## src/rtl/uart_tx_buf_pkg.sv

```systemverilog
// Shared UART definitions: default line settings, frame constants,
// transmit FSM state encoding and a counter-width helper.
package uart_tx_buf_pkg;

    localparam int DEF_CLK_FREQ = 50_000_000;
    localparam int DEF_BAUD     = 115200;
    localparam int DATA_BITS    = 8;
    localparam int STOP_BITS    = 1;

    typedef enum logic [1:0] {
        ST_IDLE  = 2'd0,
        ST_START = 2'd1,
        ST_DATA  = 2'd2,
        ST_STOP  = 2'd3
    } state_e;

    // A divider of 1 still needs a 1-bit counter.
    function automatic int cnt_width(input int div);
        return (div > 1) ? $clog2(div) : 1;
    endfunction

endpackage

```

## src/rtl/uart_tx_buf_if.sv

```systemverilog
// Byte-in / serial-out bundle of the buffered UART transmitter.
// master: byte producer (tx_ready/tx_data). slave: transmitter.
interface uart_tx_buf_if;
    import uart_tx_buf_pkg::*;

    logic                 tx_ready;
    logic [DATA_BITS-1:0] tx_data;
    logic                 tx;
    logic                 tx_busy;
    logic                 tx_full;
    logic                 overflow;

    modport master (
        output tx_ready, tx_data,
        input  tx, tx_busy, tx_full, overflow
    );

    modport slave (
        input  tx_ready, tx_data,
        output tx, tx_busy, tx_full, overflow
    );

endinterface

```

## src/rtl/uart_byte_fifo.sv

```systemverilog
// Synchronous byte FIFO. Ports: clk, rst (sync, active-high),
// wr_en_i/din_i, rd_en_i/dout_o (show-ahead), count_o, full_o, empty_o, drop_o.
module uart_byte_fifo #(
    parameter int DEPTH = 4,
    parameter int W     = 8
) (
    input  logic                   clk,
    input  logic                   rst,
    input  logic                   wr_en_i,
    input  logic [W-1:0]           din_i,
    input  logic                   rd_en_i,
    output logic [W-1:0]           dout_o,
    output logic [$clog2(DEPTH):0] count_o,
    output logic                   full_o,
    output logic                   empty_o,
    output logic                   drop_o
);

    localparam int AW = $clog2(DEPTH);
    localparam int CW = AW + 1;
    localparam logic [CW-1:0] DEPTH_C = CW'(DEPTH);

    logic [W-1:0]  mem_q [DEPTH];
    logic [AW-1:0] wr_ptr_q, rd_ptr_q;
    logic [CW-1:0] count_q, count_d;
    logic          full_q;
    logic          wr_ok, rd_ok;

    // A write at full still fits when the head leaves on the same edge.
    assign rd_ok  = rd_en_i & (count_q != '0);
    assign wr_ok  = wr_en_i & ((count_q < DEPTH_C) | rd_ok);
    assign drop_o = wr_en_i & ~wr_ok;

    always_comb begin
        count_d = count_q;
        case ({wr_ok, rd_ok})
            2'b10:   count_d = count_q + 1'b1;
            2'b01:   count_d = count_q - 1'b1;
            default: count_d = count_q;
        endcase
    end

    always_ff @(posedge clk) begin
        if (rst) begin
            wr_ptr_q <= '0;
            rd_ptr_q <= '0;
            count_q  <= '0;
            full_q   <= 1'b0;
        end else begin
            if (wr_ok) wr_ptr_q <= wr_ptr_q + 1'b1;
            if (rd_ok) rd_ptr_q <= rd_ptr_q + 1'b1;
            count_q <= count_d;
            full_q  <= (count_d == DEPTH_C);
        end
    end

    always_ff @(posedge clk) begin
        if (wr_ok) mem_q[wr_ptr_q] <= din_i;
    end

    assign dout_o  = mem_q[rd_ptr_q];
    assign count_o = count_q;
    assign full_o  = full_q;
    assign empty_o = (count_q == '0);

endmodule

```

## src/rtl/uart_tx_buf.sv

```systemverilog
// Buffered 8N1 UART transmitter: byte FIFO feeding a START/DATA/STOP FSM.
// Ports: clk, rst (sync, active-high), bus (tx_ready/tx_data in; tx, tx_busy, tx_full, overflow out).
module uart_tx_buf
    import uart_tx_buf_pkg::*;
#(
    parameter int CLK_FREQ   = DEF_CLK_FREQ,
    parameter int BAUD       = DEF_BAUD,
    parameter int FIFO_DEPTH = 4
) (
    input  logic         clk,
    input  logic         rst,
    uart_tx_buf_if.slave bus
);

    localparam int BAUD_DIV = CLK_FREQ / BAUD;
    localparam int CNT_W    = cnt_width(BAUD_DIV);
    localparam int BIT_W    = $clog2(DATA_BITS);
    localparam int FCW      = $clog2(FIFO_DEPTH) + 1;

    localparam logic [CNT_W-1:0] CNT_MAX  = CNT_W'(BAUD_DIV - 1);
    localparam logic [BIT_W-1:0] LAST_BIT = BIT_W'(DATA_BITS - 1);

    state_e               state_q, state_d;
    logic [CNT_W-1:0]     cnt_q, cnt_d;
    logic [BIT_W-1:0]     bit_q, bit_d;
    logic [DATA_BITS-1:0] shift_q, shift_d;
    logic                 tx_q, tx_d;
    logic                 ovf_q;

    logic                 pop;
    logic [DATA_BITS-1:0] head;
    logic [FCW-1:0]       fifo_count;
    logic                 fifo_full;
    logic                 fifo_empty;
    logic                 fifo_drop;
    logic                 bit_end;

    uart_byte_fifo #(
        .DEPTH (FIFO_DEPTH),
        .W     (DATA_BITS)
    ) u_fifo (
        .clk     (clk),
        .rst     (rst),
        .wr_en_i (bus.tx_ready),
        .din_i   (bus.tx_data),
        .rd_en_i (pop),
        .dout_o  (head),
        .count_o (fifo_count),
        .full_o  (fifo_full),
        .empty_o (fifo_empty),
        .drop_o  (fifo_drop)
    );

    assign bit_end = (cnt_q == CNT_MAX);

    always_ff @(posedge clk) begin
        if (rst) state_q <= ST_IDLE;
        else     state_q <= state_d;
    end

    always_comb begin
        state_d = state_q;
        unique case (state_q)
            ST_IDLE:  if (!fifo_empty) state_d = ST_START;
            ST_START: if (bit_end) state_d = ST_DATA;
            ST_DATA:  if (bit_end && bit_q == LAST_BIT) state_d = ST_STOP;
            ST_STOP:  if (bit_end) state_d = fifo_empty ? ST_IDLE : ST_START;
            default:  state_d = ST_IDLE;
        endcase
    end

    // Datapath next values; the stop-end pop starts the next frame
    // on the same edge so frames are back-to-back.
    always_comb begin
        pop     = 1'b0;
        cnt_d   = bit_end ? '0 : cnt_q + 1'b1;
        bit_d   = bit_q;
        shift_d = shift_q;
        tx_d    = tx_q;
        unique case (state_q)
            ST_IDLE: begin
                cnt_d = '0;
                if (!fifo_empty) begin
                    pop     = 1'b1;
                    shift_d = head;
                    tx_d    = 1'b0;
                end
            end
            ST_START: begin
                if (bit_end) begin
                    bit_d = '0;
                    tx_d  = shift_q[0];
                end
            end
            ST_DATA: begin
                if (bit_end) begin
                    if (bit_q == LAST_BIT) begin
                        tx_d = 1'b1;
                    end else begin
                        bit_d   = bit_q + 1'b1;
                        shift_d = shift_q >> 1;
                        tx_d    = shift_q[1];
                    end
                end
            end
            ST_STOP: begin
                if (bit_end && !fifo_empty) begin
                    pop     = 1'b1;
                    shift_d = head;
                    tx_d    = 1'b0;
                end
            end
            default: begin
                cnt_d = '0;
                tx_d  = 1'b1;
            end
        endcase
    end

    always_ff @(posedge clk) begin
        if (rst) begin
            cnt_q   <= '0;
            bit_q   <= '0;
            shift_q <= '0;
            tx_q    <= 1'b1;
            ovf_q   <= 1'b0;
        end else begin
            cnt_q   <= cnt_d;
            bit_q   <= bit_d;
            shift_q <= shift_d;
            tx_q    <= tx_d;
            ovf_q   <= ovf_q | fifo_drop;
        end
    end

    assign bus.tx       = tx_q;
    assign bus.tx_busy  = (state_q != ST_IDLE) | (fifo_count != '0);
    assign bus.tx_full  = fifo_full;
    assign bus.overflow = ovf_q;

endmodule
```

## src/flat_wrapper.sv

```systemverilog
// flat-port wrapper written by rule: the top's interface ports become plain ports
module uart_tx_buf_flat import uart_tx_buf_pkg::*;
#(
    parameter int CLK_FREQ   = DEF_CLK_FREQ,
    parameter int BAUD       = DEF_BAUD,
    parameter int FIFO_DEPTH = 4
)
  (clk, rst, bus_tx_ready, bus_tx_data, bus_tx, bus_tx_busy, bus_tx_full, bus_overflow);
  uart_tx_buf_if bus_i ();
  input  logic clk;
  input  logic rst;
  input wire logic [$bits(bus_i.tx_ready)-1:0] bus_tx_ready;
  input wire logic [$bits(bus_i.tx_data)-1:0] bus_tx_data;
  output wire logic [$bits(bus_i.tx)-1:0] bus_tx;
  output wire logic [$bits(bus_i.tx_busy)-1:0] bus_tx_busy;
  output wire logic [$bits(bus_i.tx_full)-1:0] bus_tx_full;
  output wire logic [$bits(bus_i.overflow)-1:0] bus_overflow;
  assign bus_i.tx_ready = bus_tx_ready;
  assign bus_i.tx_data = bus_tx_data;
  assign bus_tx = bus_i.tx;
  assign bus_tx_busy = bus_i.tx_busy;
  assign bus_tx_full = bus_i.tx_full;
  assign bus_overflow = bus_i.overflow;
  uart_tx_buf #(.CLK_FREQ(CLK_FREQ), .BAUD(BAUD), .FIFO_DEPTH(FIFO_DEPTH)) u_core (.clk(clk), .rst(rst), .bus(bus_i));
endmodule
```

## config.mk

```make
export PLATFORM = sky130hd
export DESIGN_NAME = uart_tx_buf_flat
export DESIGN_NICKNAME = d
export VERILOG_FILES = /design/src/rtl/uart_tx_buf_pkg.sv /design/src/rtl/uart_tx_buf_if.sv /design/src/rtl/uart_byte_fifo.sv /design/src/rtl/uart_tx_buf.sv /design/src/flat_wrapper.sv
export SDC_FILE = /design/constraint.sdc
export NUM_CORES = 1
export LEC_CHECK = 0
export CELL_PAD_IN_SITES_DETAIL_PLACEMENT = 1
export CELL_PAD_IN_SITES_GLOBAL_PLACEMENT = 1
export CORE_MARGIN = 2
export CORE_UTILIZATION = 53
export CTS_CLUSTER_DIAMETER = 60
export DETAILED_ROUTE_END_ITERATION = 7
export GPL_ROUTABILITY_DRIVEN = 0
export PLACE_DENSITY_LB_ADDON = 0.2
export SYNTH_ARGS = -nofsm -noshare
export SYNTH_HDL_FRONTEND = slang
export SYNTH_HIERARCHICAL = 1
export SYNTH_SLANG_ARGS = --single-unit
export TNS_END_PERCENT = 5
```

## constraint.sdc

```tcl
create_clock -name clk -period 4.1 [get_ports clk]
set_input_delay 0.615 -clock clk [delete_from_list [all_inputs] [get_ports clk]]
set_output_delay 0.615 -clock clk [all_outputs]
set_load 0.01 [all_outputs]
```

* Word level (Yosys, flattened, before mapping) *
Memory sizes are Yosys's and may differ from the RTL's. A register that Yosys moved wholly into a read port is not among the register bits.
Index checks and enable logic that the tools add are counted.

operators by class
  muxes and demuxes = 29
  bitwise operators = 7
  magnitude comparators = 1
  equality and inequality tests = 15
  reduce and logical (&&, ||, !) cells = 14
  $add $sub $neg = 6

operators with widths
  kind                                                  number
  two-way mux 8 bit                                     4
  one-hot mux 8 bit (3 select lines)                    1
  two-way mux 2 bit                                     6
  one-hot mux 3 bit (2 select lines)                    2
  AND reduction 4 bit                                   3
  two-way mux 1 bit                                     10
  != test 2 x 1 -> 1 bit (second input constant)        5
  adder 9 x 1 -> 9 bit (second input constant)          1
  equality test 9 bit (second input constant)           1
  two-way mux 3 bit                                     3
  one-hot mux 2 bit (4 select lines)                    1
  adder 3 x 1 -> 3 bit (second input constant)          2
  equality test 2 bit (second input constant)           3
  equality test 3 bit (second input constant)           2
  nonzero test 3 bit                                    2
  AND reduction 5 bit                                   1
  adder 2 x 1 -> 2 bit (second input constant)          2
  equality test 2 x 1 -> 1 bit (second input constant)  2
  != test 2 bit (second input constant)                 2
  one-hot mux 1 bit (4 select lines)                    1
  nonzero test 2 bit                                    2
  AND 1 bit                                             3
  logical NOT 3 bit                                     1
  < comparator 3 bit (second input constant)            1
  8 further kinds                                       11

storage, ports and cells
  word-level logic and storage cells = 83
  bits in registers = 32
  output and inout port bits = 4
  memories kept = 1
  RAM bits = 32
  input bits = 11

memory list
  memory               depth  width  read ports  clocked after memory_dff  wr ports  line                  text
  u_core.u_fifo.mem_q  4      8      1           1                         1         uart_byte_fifo.sv:23  logic [W-1:0] mem_q [DEPTH];

* Depth between registers and ports, before layout *
Gate-level depths: netlist of run 1.

  word-level depth = 11
  gate-level depth with buffers = 14
  gate-level depth less buffers = 14

* Modules after synthesis *
Netlist of run 1, hierarchy kept.

by module, submodules not included
  module          area an instance (sq um)  cells each  seq. area each (sq um)  instances
  uart_byte_fifo  1681.6                    102         1161.1                  1
  uart_tx_buf     1457.6                    148         480.5                   1

* Worst setup path before layout of run 1 *
OpenSTA, ideal clock, no wires.

  path type = flip-flop to flip-flop
  from = reg u_core.cnt_q[0]
  to = reg u_core.u_fifo.full_q, in the netlist u_core/u_fifo/full_o
  cell stages (with the launch flop) = 14
  buffers on the path = 0
  arrival time = 2.590 ns
  path slack = 1.394 ns
  setup time = 0.115 ns
  period minus slack after synthesis = 2.706 ns
  required time = 3.985 ns
  cells stage by stage = dfxtp_1 ha_1 nand4b_4 nor2_1 a21oi_1 nor3_1 nand2b_1 nand2_1 ha_1 inv_1 fa_1 nor2b_1 mux2i_1 o21ba_2

between the ends
  cells in the longest elaborated chain, start to end = 10
  elaborated cells on any way between the ends = 11
  classes of those cells = eq/ne (4); mux (3); bitwise (3); reduce/logical (1)

RTL lines
  what                                                                        line                  text
  from (decl)                                                                 uart_tx_buf.sv:24     logic [CNT_W-1:0] cnt_q, cnt_d;
  from (signal assigned)                                                      uart_tx_buf.sv:128    cnt_q <= cnt_d;
  equality test 9 bit (*)                                                     uart_tx_buf.sv:54     assign bit_end = (cnt_q == CNT_MAX);
  logical AND 1 bit (*)                                                       uart_tx_buf.sv:107    if (bit_end && !fifo_empty) begin
  two-way mux 1 bit (*)                                                       uart_tx_buf.sv:107
  one-hot mux 1 bit (2 select lines) (*)                                      uart_tx_buf.sv:80     unique case (state_q)
  net u_core.pop                                                              uart_tx_buf.sv:30     logic pop;
  AND 1 bit (*)                                                               uart_byte_fifo.sv:30  assign rd_ok = rd_en_i & (count_q != '0);
  OR 1 bit                                                                    uart_byte_fifo.sv:31  assign wr_ok = wr_en_i & ((count_q < DEPTH_C) | rd_ok);
  AND 1 bit                                                                   uart_byte_fifo.sv:31
  equality test 2 x 1 -> 1 bit / equality test 2 bit (equally long branches)  uart_byte_fifo.sv:36  case ({wr_ok, rd_ok})
  one-hot mux 3 bit (2 select lines) (*)                                      uart_byte_fifo.sv:36
  equality test 3 bit (*)                                                     uart_byte_fifo.sv:53  full_q <= (count_d == DEPTH_C);
  to (signal assigned)                                                        uart_byte_fifo.sv:53
  to (decl)                                                                   uart_byte_fifo.sv:26  logic full_q;

Mark *: on every way through the listed nets, which the timed path passes. The rest lies on a longest branch.
A chain may end at the register's enable or synchronous reset.

* Worst setup path in the final report of run 1 *
Ends and elaborated chain as after synthesis.

==> key figures, run 1 <==
Global routing
  • Total track usage: roughly a fifth
  • Total gr overflow: 0
  • Largest net degree at the start of global routing: 30
  • Vias in the first global route: slightly above 2000
  • Initial antenna violation count: 0
  • First-pass GRT wire length: 10300 microns

Clocking
  • CTS H-tree lvls: 3
  • Sink Count: 66
  • Max Root-Sink Buffers: 2
  • Worst-Skew Late Latency: about 0.35 ns
  • Reg clk slew, reported paths: approximately 0.08 ns
  • Post-CTS sizing: 0
  • CTS Hold Bufs: 0
  • Clock Tree Root: clkbuf_8
  • TritonCTS buffer count: 9
  • CTS tree: built
  • Setup Fix Bufs, Post-CTS: 0

Routing
  • Final wirelength: about 6300 microns
  • Drt initial violations: between 100 and 150
  • DRC Markers: 0
  • Routed length per instance: around 18 microns
  • Antenna-violating nets left: 0
  • Via-per-instance ratio: 5.51
  • DRT Pass-1 Iters: 5
  • DR vias: 1922

Flow run
  • Max Cap Viol: 0

Finish
  • Final #Nets: 295
  • Layout cells sized above 1: about a fifth
  • Final std cells w/o fill: 349
  • Most frequent cells in the layout: 34 x dfxtp_1, 32 x edfxtp_1, 29 x nor2_1, 14 x clkdlybuf4s50_1, 14 x ha_1
  • Synthesis-to-layout area growth: 12.8%
  • Most common cell after layout, fill and taps aside: dfxtp_1
  • ANT cells: 0

Worst hold path
  • Worst hold path type: reg2reg

Worst setup path
  • CP Max Fanout: 8
  • Slowest library cell on the worst path: nor3_1
  • Arrival @ worst endpoint: 3.52 ns
  • Crit-path cells: ha_1, nand4b_4, nor2_1, a21oi_1, nor3_1, nand2b_1, nand2_1, ha_1, inv_1, fa_1, nor2b_1, mux2i_1, o21ba_2
  • Startpoint Class: flop
  • CP delay by family, top: simple AND/OR/NAND/NOR gates
  • WP buf/inv: 1
  • Crit path top cell by count: ha_1
  • Element type at the critical path end: flop
  • Setup Crit Path Kind: reg2reg
  • CP peak stage delay: around 0.40 ns
  • Req. time, crit path: about 4.3 ns

Logic synthesis
  • Post-synth EDFFs: 32
  • Synth warnings: 6
  • Post-synthesis sequential element count: 66
  • Synthesized area per cell: around 13 sq um
  • FFs w/ async S/R, synth: 0%
  • Area leader, netlist: edfxtp_1
  • Synth Flop Type: dfxtp_1
  • Gate Count Post-Synth: 250
  • Sequential share of the synthesized area: between 50 and 60%
  • Cell area after synthesis: about 0.0031 sq mm
  • Share of the synthesized area in the top cell type: a little under a third
  • Synth cell types: 49
  • Top post-synthesis cells by area: edfxtp_1 31%, dfxtp_1 22%, mux4_2 5.7%
  • Post-synthesis net count: between 200 and 300

STA
  • Setup TNS: 0 ns
  • Slew Limit Fails: 0
  • Slew headroom: 33.7%
  • Worst slew pin tran: 0.991 ns
  • Hold Violations, Final: 0
  • Fin crit share: between 80 and 90%
  • Fmax achieved: between 300 and 400 MHz
  • # setup viols final: 0
  • Crit path time final: 3.28 ns
  • RSZ-0062 raised after global routing: no
  • Clock skew: between 0.01 and 0.015 ns

Power
  • PwrDens: ~650 mW/mm^2
  • Int Power: roughly 1.5 mW
  • Sw frac: a little over a third
  • Logic pwr share: 36.6%
  • Sequential share of power: between 30% and 40%
  • P_sw: around 810 uW
  • Leak: ~1.3 nW
  • Clk pwr share: roughly 25%
  • Peak supply drop: roughly 0.46 mV

Floorplan
  • Num rows: 28
  • Initial Utilization: a little over half
  • Die Ht: a little over 80 microns
  • I/O pins: 15
  • Full die area: roughly 0.0066 sq mm
  • Core area: 0.00582 sq mm
  • Die W: between 80 and 90 microns

Placed design
  • Buffers added on ports: 14
  • HPWL Detailed: roughly 4300 microns
  • DP Cell Count: ~330

Run status
  • Status: finished clean
-- cell usage after synthesis (2+ instances only) --
library cell / number
buf_2: 4
and3_1: 5
or3_1: 2
mux2i_1: 11
a21oi_1: 11
xnor2_1: 5
nand3_1: 7
mux4_2: 8
edfxtp_1: 32
nor2_1: 29
nor2b_1: 4
nand2b_1: 5
and2b_2: 7
xor2_1: 5
dfxtp_1: 34
o31ai_1: 2
nor3_1: 4
o21ai_0: 6
inv_1: 12
nand2_1: 9
mux2_4: 7
ha_1: 14
-- worst reg2reg max path: cells and delay by family, from the launching register on --
| kind | cells | cell delay, ns |
|---|---|---|
| and+or+nand+nor | 6 | 1.43 |
| adders and majority gates | 3 | 0.89 |
| DFF | 1 | 0.39 |
| AOI/OAI and AO/OA | 2 | 0.26 |
| muxes | 1 | 0.13 |
| buffers and inverters | 1 | 0.08 |
-- layout make-up --
class / count / area (sq um)
Clock inverter: 7 / 85.1
Multi-Input combinational cell: 164 / 1400
Sequential cell: 66 / 1640
Timing Repair Buffer: 16 / 155
Tap cell: 75 / 93.8
Clock buffer: 9 / 124
Fill cell: 606 / 2280
Inverter: 12 / 45.0
-- power by group through the flow --
| stage | combinational, mW | sequential (mW) | clock (mW) |
|---|---|---|---|
| after detailed placement | 0.838 | 0.901 | 0 |
| after global routing | 0.930 | 0.903 | 0.615 |
| after global placement | 0.802 | 0.895 | 0 |
| after floorplan | 0.668 | 0.859 | 0 |
| final | 0.845 | 0.887 | 0.576 |
| after CTS | 0.848 | 0.888 | 0.592 |
-- registers in the layout, summed over array words and instances, names as in the netlist, named ones only --
signal                  count
u_core/u_fifo/full_o        1
u_core/bus.tx               1
u_core/shift_q              8
u_core/state_q              2
u_core/u_fifo/rd_ptr_q      2
u_core/u_fifo/mem_q        32
u_core/cnt_q                9
u_core/u_fifo/wr_ptr_q      2
u_core/u_fifo/count_o       3
u_core/bus.overflow         1
u_core/bit_q                3
-- cells by family (layout without fill, tap and decap cells) --
kind of cell	count (synthesis)	in the layout	synth area share, %
compound gates	28	28	5.90
xor+xnor	10	10	2.79
fa+ha+maj	15	15	6.22
buf+inv	20	44	3.27
flops	66	66	52.3
mux	26	26	12.6
simple gates	85	85	16.9
-- through the flow --
step | setup WS, ns | utilization (%) | hold slack (ns) | power (mW) | instance area (sq um)
global placement | 1.11 | 57.3 | 0.446 | 1.70 | 3330
finish | 0.815 | 60.9 | 0.482 | 2.31 | 3540
CTS | 0.800 | 60.9 | 0.489 | 2.33 | 3540
detailed placement | 0.922 | 57.3 | 0.475 | 1.74 | 3330
floorplan | 1.39 | - | 0.430 | 1.53 | 3140
global route | 0.511 | 60.9 | 0.506 | 2.45 | 3540
-- layer usage --
layer  part of all wire, %  wire [microns]  up-vias  GRT usage (%)
met4                   2.1             135        0           7.80
li1                      -               -      935              -
met5                     0               0        -              0
met3                   2.6             163       14           6.11
met1                    48            3030      941           28.5
met2                    47            2960       32           32.9
-- path summary, 6_finish.rpt --
check	start	to	slack [ns]	depth (start not counted)
setup / recovery	u_core/cnt_q[0]	u_core/u_fifo/full_o	0.82	13
setup reg to reg	u_core/cnt_q[0]	u_core/u_fifo/full_o	0.82	13
hold / removal	u_core/bit_q[2]	u_core/bit_q[2]	0.48	2
hold reg to reg	u_core/bit_q[2]	u_core/bit_q[2]	0.48	2
Power figures use the tool's default switching activity.
==> run 2: changes to the inputs <==
--- a/config.mk
+++ b/config.mk
@@ -8,7 +8,7 @@
 export CELL_PAD_IN_SITES_DETAIL_PLACEMENT = 1
 export CELL_PAD_IN_SITES_GLOBAL_PLACEMENT = 1
 export CORE_MARGIN = 2
-export CORE_UTILIZATION = 53
+export CORE_UTILIZATION = 44
 export CTS_CLUSTER_DIAMETER = 60
 export DETAILED_ROUTE_END_ITERATION = 7
 export GPL_ROUTABILITY_DRIVEN = 0
==> constraint.sdc (replaced) <==
create_clock -name clk -period 2.9 [get_ports clk]
set_input_delay 0.435 -clock clk [delete_from_list [all_inputs] [get_ports clk]]
set_output_delay 0.435 -clock clk [all_outputs]
set_load 0.01 [all_outputs]
==> run 2 against run 1 <==
  * Core utilization down 7.2 points
  * Non-clock buffer count increased by 8
  * Fmax is 20% higher
  * Power increased by 43%
  * Sequential cell count unchanged
  * Register-to-register slack lost 0.66 ns
  * Critical endpoint is now u_core/u_fifo/count_o[2]
==> key figures, run 2 (synthesis gave the netlist of run 1 again) <==
Run status
  • Status: finished clean

Global routing
  • Total track usage: roughly 17%
  • Largest net degree at the start of global routing: 35
  • First-pass GRT wire length: 9870 microns
  • Total gr overflow: 0
  • Initial antenna violation count: 0
  • Vias in the first global route: 2006

Routing
  • DRT Pass-1 Iters: 4
  • Final wirelength: 5800 microns
  • Routed length per instance: approximately 15 microns
  • Antenna-violating nets left: 0
  • DR top layer: met4
  • DR vias: just under 2000
  • DRC Markers: 0
  • Drt initial violations: 78
  • DR WL met2: 2710 microns
  • Via-per-instance ratio: about 5
  • WL met1: ~2900 microns
  • Metal3 WL: approximately 160 microns

Worst setup path
  • Worst Setup SP: u_core/cnt_q[1]
  • R2r startpoint: u_core/cnt_q[1]
  • CP delay by family, top: simple AND/OR/NAND/NOR gates
  • R2R Path End: u_core/u_fifo/count_o[2]
  • CP peak stage delay: ~0.35 ns
  • Crit path top cell by count: inv_1
  • FF-to-FF path depth: 14
  • WP buf/inv: 3
  • Element type at the critical path end: flop
  • CP Max Fanout: 4
  • Slowest library cell on the worst path: fa_2
  • Crit-path cells: inv_1, ha_2, nand4b_4, nor2_4, a21oi_1, nor3_2, o31ai_2, inv_1, ha_2, inv_1, fa_2, xnor2_2, nor4b_2, or2_2
  • Arrival @ worst endpoint: between 2 and 3 ns
  • Startpoint Class: flop
  • Critical Path Stages: 14
  • Reg2reg setup slack: about 0.16 ns
  • Req. time, crit path: 3.13 ns
  • Critical Path Sink: u_core/u_fifo/count_o[2]
  • Setup Crit Path Kind: reg2reg

Placed design
  • HPWL Detailed: about 4000 microns
  • DP Area: between 0.003 and 0.004 sq mm
  • Buffers added on ports: 14
  • DP Cell Count: 360
  • Place WS: -0.0249 ns

STA
  • Hold slack: 0.437 ns
  • Slew Limit Fails: 0
  • Worst slew pin tran: about 0.54 ns
  • Hold Violations, Final: 0
  • Crit path time final: between 2 and 3 ns
  • # setup viols final: 0
  • Slew headroom: 64.0%
  • Fmax achieved: about 360 MHz
  • Fin crit share: between 90% and 100%
  • Final WS setup: ~0.16 ns
  • Clock skew: just over 0.009 ns

Clocking
  • Clock Tree Root: clkbuf_8
  • CTS H-tree lvls: 3
  • Sink Count: 66
  • Reg clk slew, reported paths: around 0.08 ns
  • TritonCTS buffer count: 9
  • Max Root-Sink Buffers: 2
  • CTS tree: built
  • Worst-Skew Late Latency: 0.34 ns
  • CTS Hold Bufs: 0

Finish
  • Final std cells w/o fill: between 300 and 400
  • Most common cell after layout, fill and taps aside: dfxtp_1
  • Most frequent cells in the layout: 33 x dfxtp_1, 32 x edfxtp_1, 28 x nor2_1, 14 x clkdlybuf4s50_1
  • Most flops, register: u_core/u_fifo/mem_q
  • Synthesis-to-layout area growth: 16.9%
  • Layout cells sized above 1: between 20 and 25%
  • FILL cells: 726
  • ANT cells: 0
  • Final #Nets: around 300
  • Largest registers: u_core/u_fifo/mem_q x32, u_core/cnt_q x9, u_core/shift_q x8
  • Max FFs per register: 32
  • Post-route cell area: ~0.0037 sq mm

Flow run
  • Max Cap Viol: 0

Power
  • Leak: about 1.4 nW
  • PwrDens: approximately 900 mW/mm^2
  • Tot Pwr: ~3.3 mW
  • Peak supply drop: 0.473 mV

Floorplan
  • Core area: 0.00683 sq mm
  • Die W: 88.5 microns
  • Die Ht: ~90 microns
  • Num rows: 30
  • Initial Utilization: roughly 46%
  • I/O pins: 15
  • Full die area: between 0.007 and 0.008 sq mm

Worst hold path
  • Worst hold path type: reg2reg
run 2: report_power, final:
group | switching (mW) | leakage [nW] | total [mW] | internal, mW
clock | 0.394 | 0.106 | 0.807 | 0.413
sequential | 0.128 | 0.571 | 1.25 | 1.13
combinational | 0.609 | 0.707 | 1.25 | 0.637
total | 1.13 | 1.38 | 3.31 | 2.18
run 2: per-layer routing:
metal | GRT usage (%) | vias to the layer above
met4 | 5.37 | 0
met5 | 0 | -
li1 | - | 945
met3 | 4.85 | 7
met1 | 23.1 | 958
met2 | 25.3 | 22
run 2: what timing repair did:
| action | 4_1_cts | 5_1_grt |
|---|---|---|
| endpoints found under the setup margin | 2 | 2 |
| resized for setup | 1 | 10 |
| hold endpoints to repair | 0 | 0 |
| pin swaps | 0 | 1 |
| buffers inserted | 0 | 2 |
run 2: worst min-delay path by stage:
stage / start / endpoint / slack, ns / depth (start not counted)
after floorplan: u_core/cnt_q[0] / u_core/cnt_q[0] / 0.43 / 1
after global placement: u_core/cnt_q[0] / u_core/cnt_q[0] / 0.45 / 1
after detailed placement: u_core/cnt_q[0] / u_core/cnt_q[0] / 0.46 / 1
after CTS: u_core/cnt_q[0] / u_core/cnt_q[0] / 0.48 / 1
after global routing: u_core/cnt_q[0] / u_core/cnt_q[0] / 0.47 / 1
final: u_core/cnt_q[0] / u_core/cnt_q[0] / 0.44 / 1
run 2: cell type report:
type | instances | area [sq um] | share of cell area, %
sequential | 66 | 1640 | 44.8
multi-input combinational | 164 | 1440 | 39.2
timing repair buffer | 24 | 215 | 5.87
clock buffer | 9 | 124 | 3.38
tap | 96 | 120 | 3.27
clock inverter | 7 | 85.1 | 2.32
inverter | 12 | 45.0 | 1.23
run 2: worst reg2reg max path: stages (launching register included):
cell and delay, ns:
dfxtp_1 0.33, inv_1 0.06, ha_2 0.19, nand4b_4 0.12
nor2_4 0.11, a21oi_1 0.08, nor3_2 0.32, o31ai_2 0.14
inv_1 0.09, ha_2 0.20, inv_1 0.06, fa_2 0.35
xnor2_2 0.14, nor4b_2 0.16, or2_2 0.28
run 2: metrics by stage:
step	utilization, %	setup TNS (ns)
6_report	53.7	0
5_1_grt	53.7	-0.0239
4_1_cts	52.9	0
3_5_place_dp	49.8	-0.0421
3_3_place_gp	49.8	0
2_1_floorplan	-	0
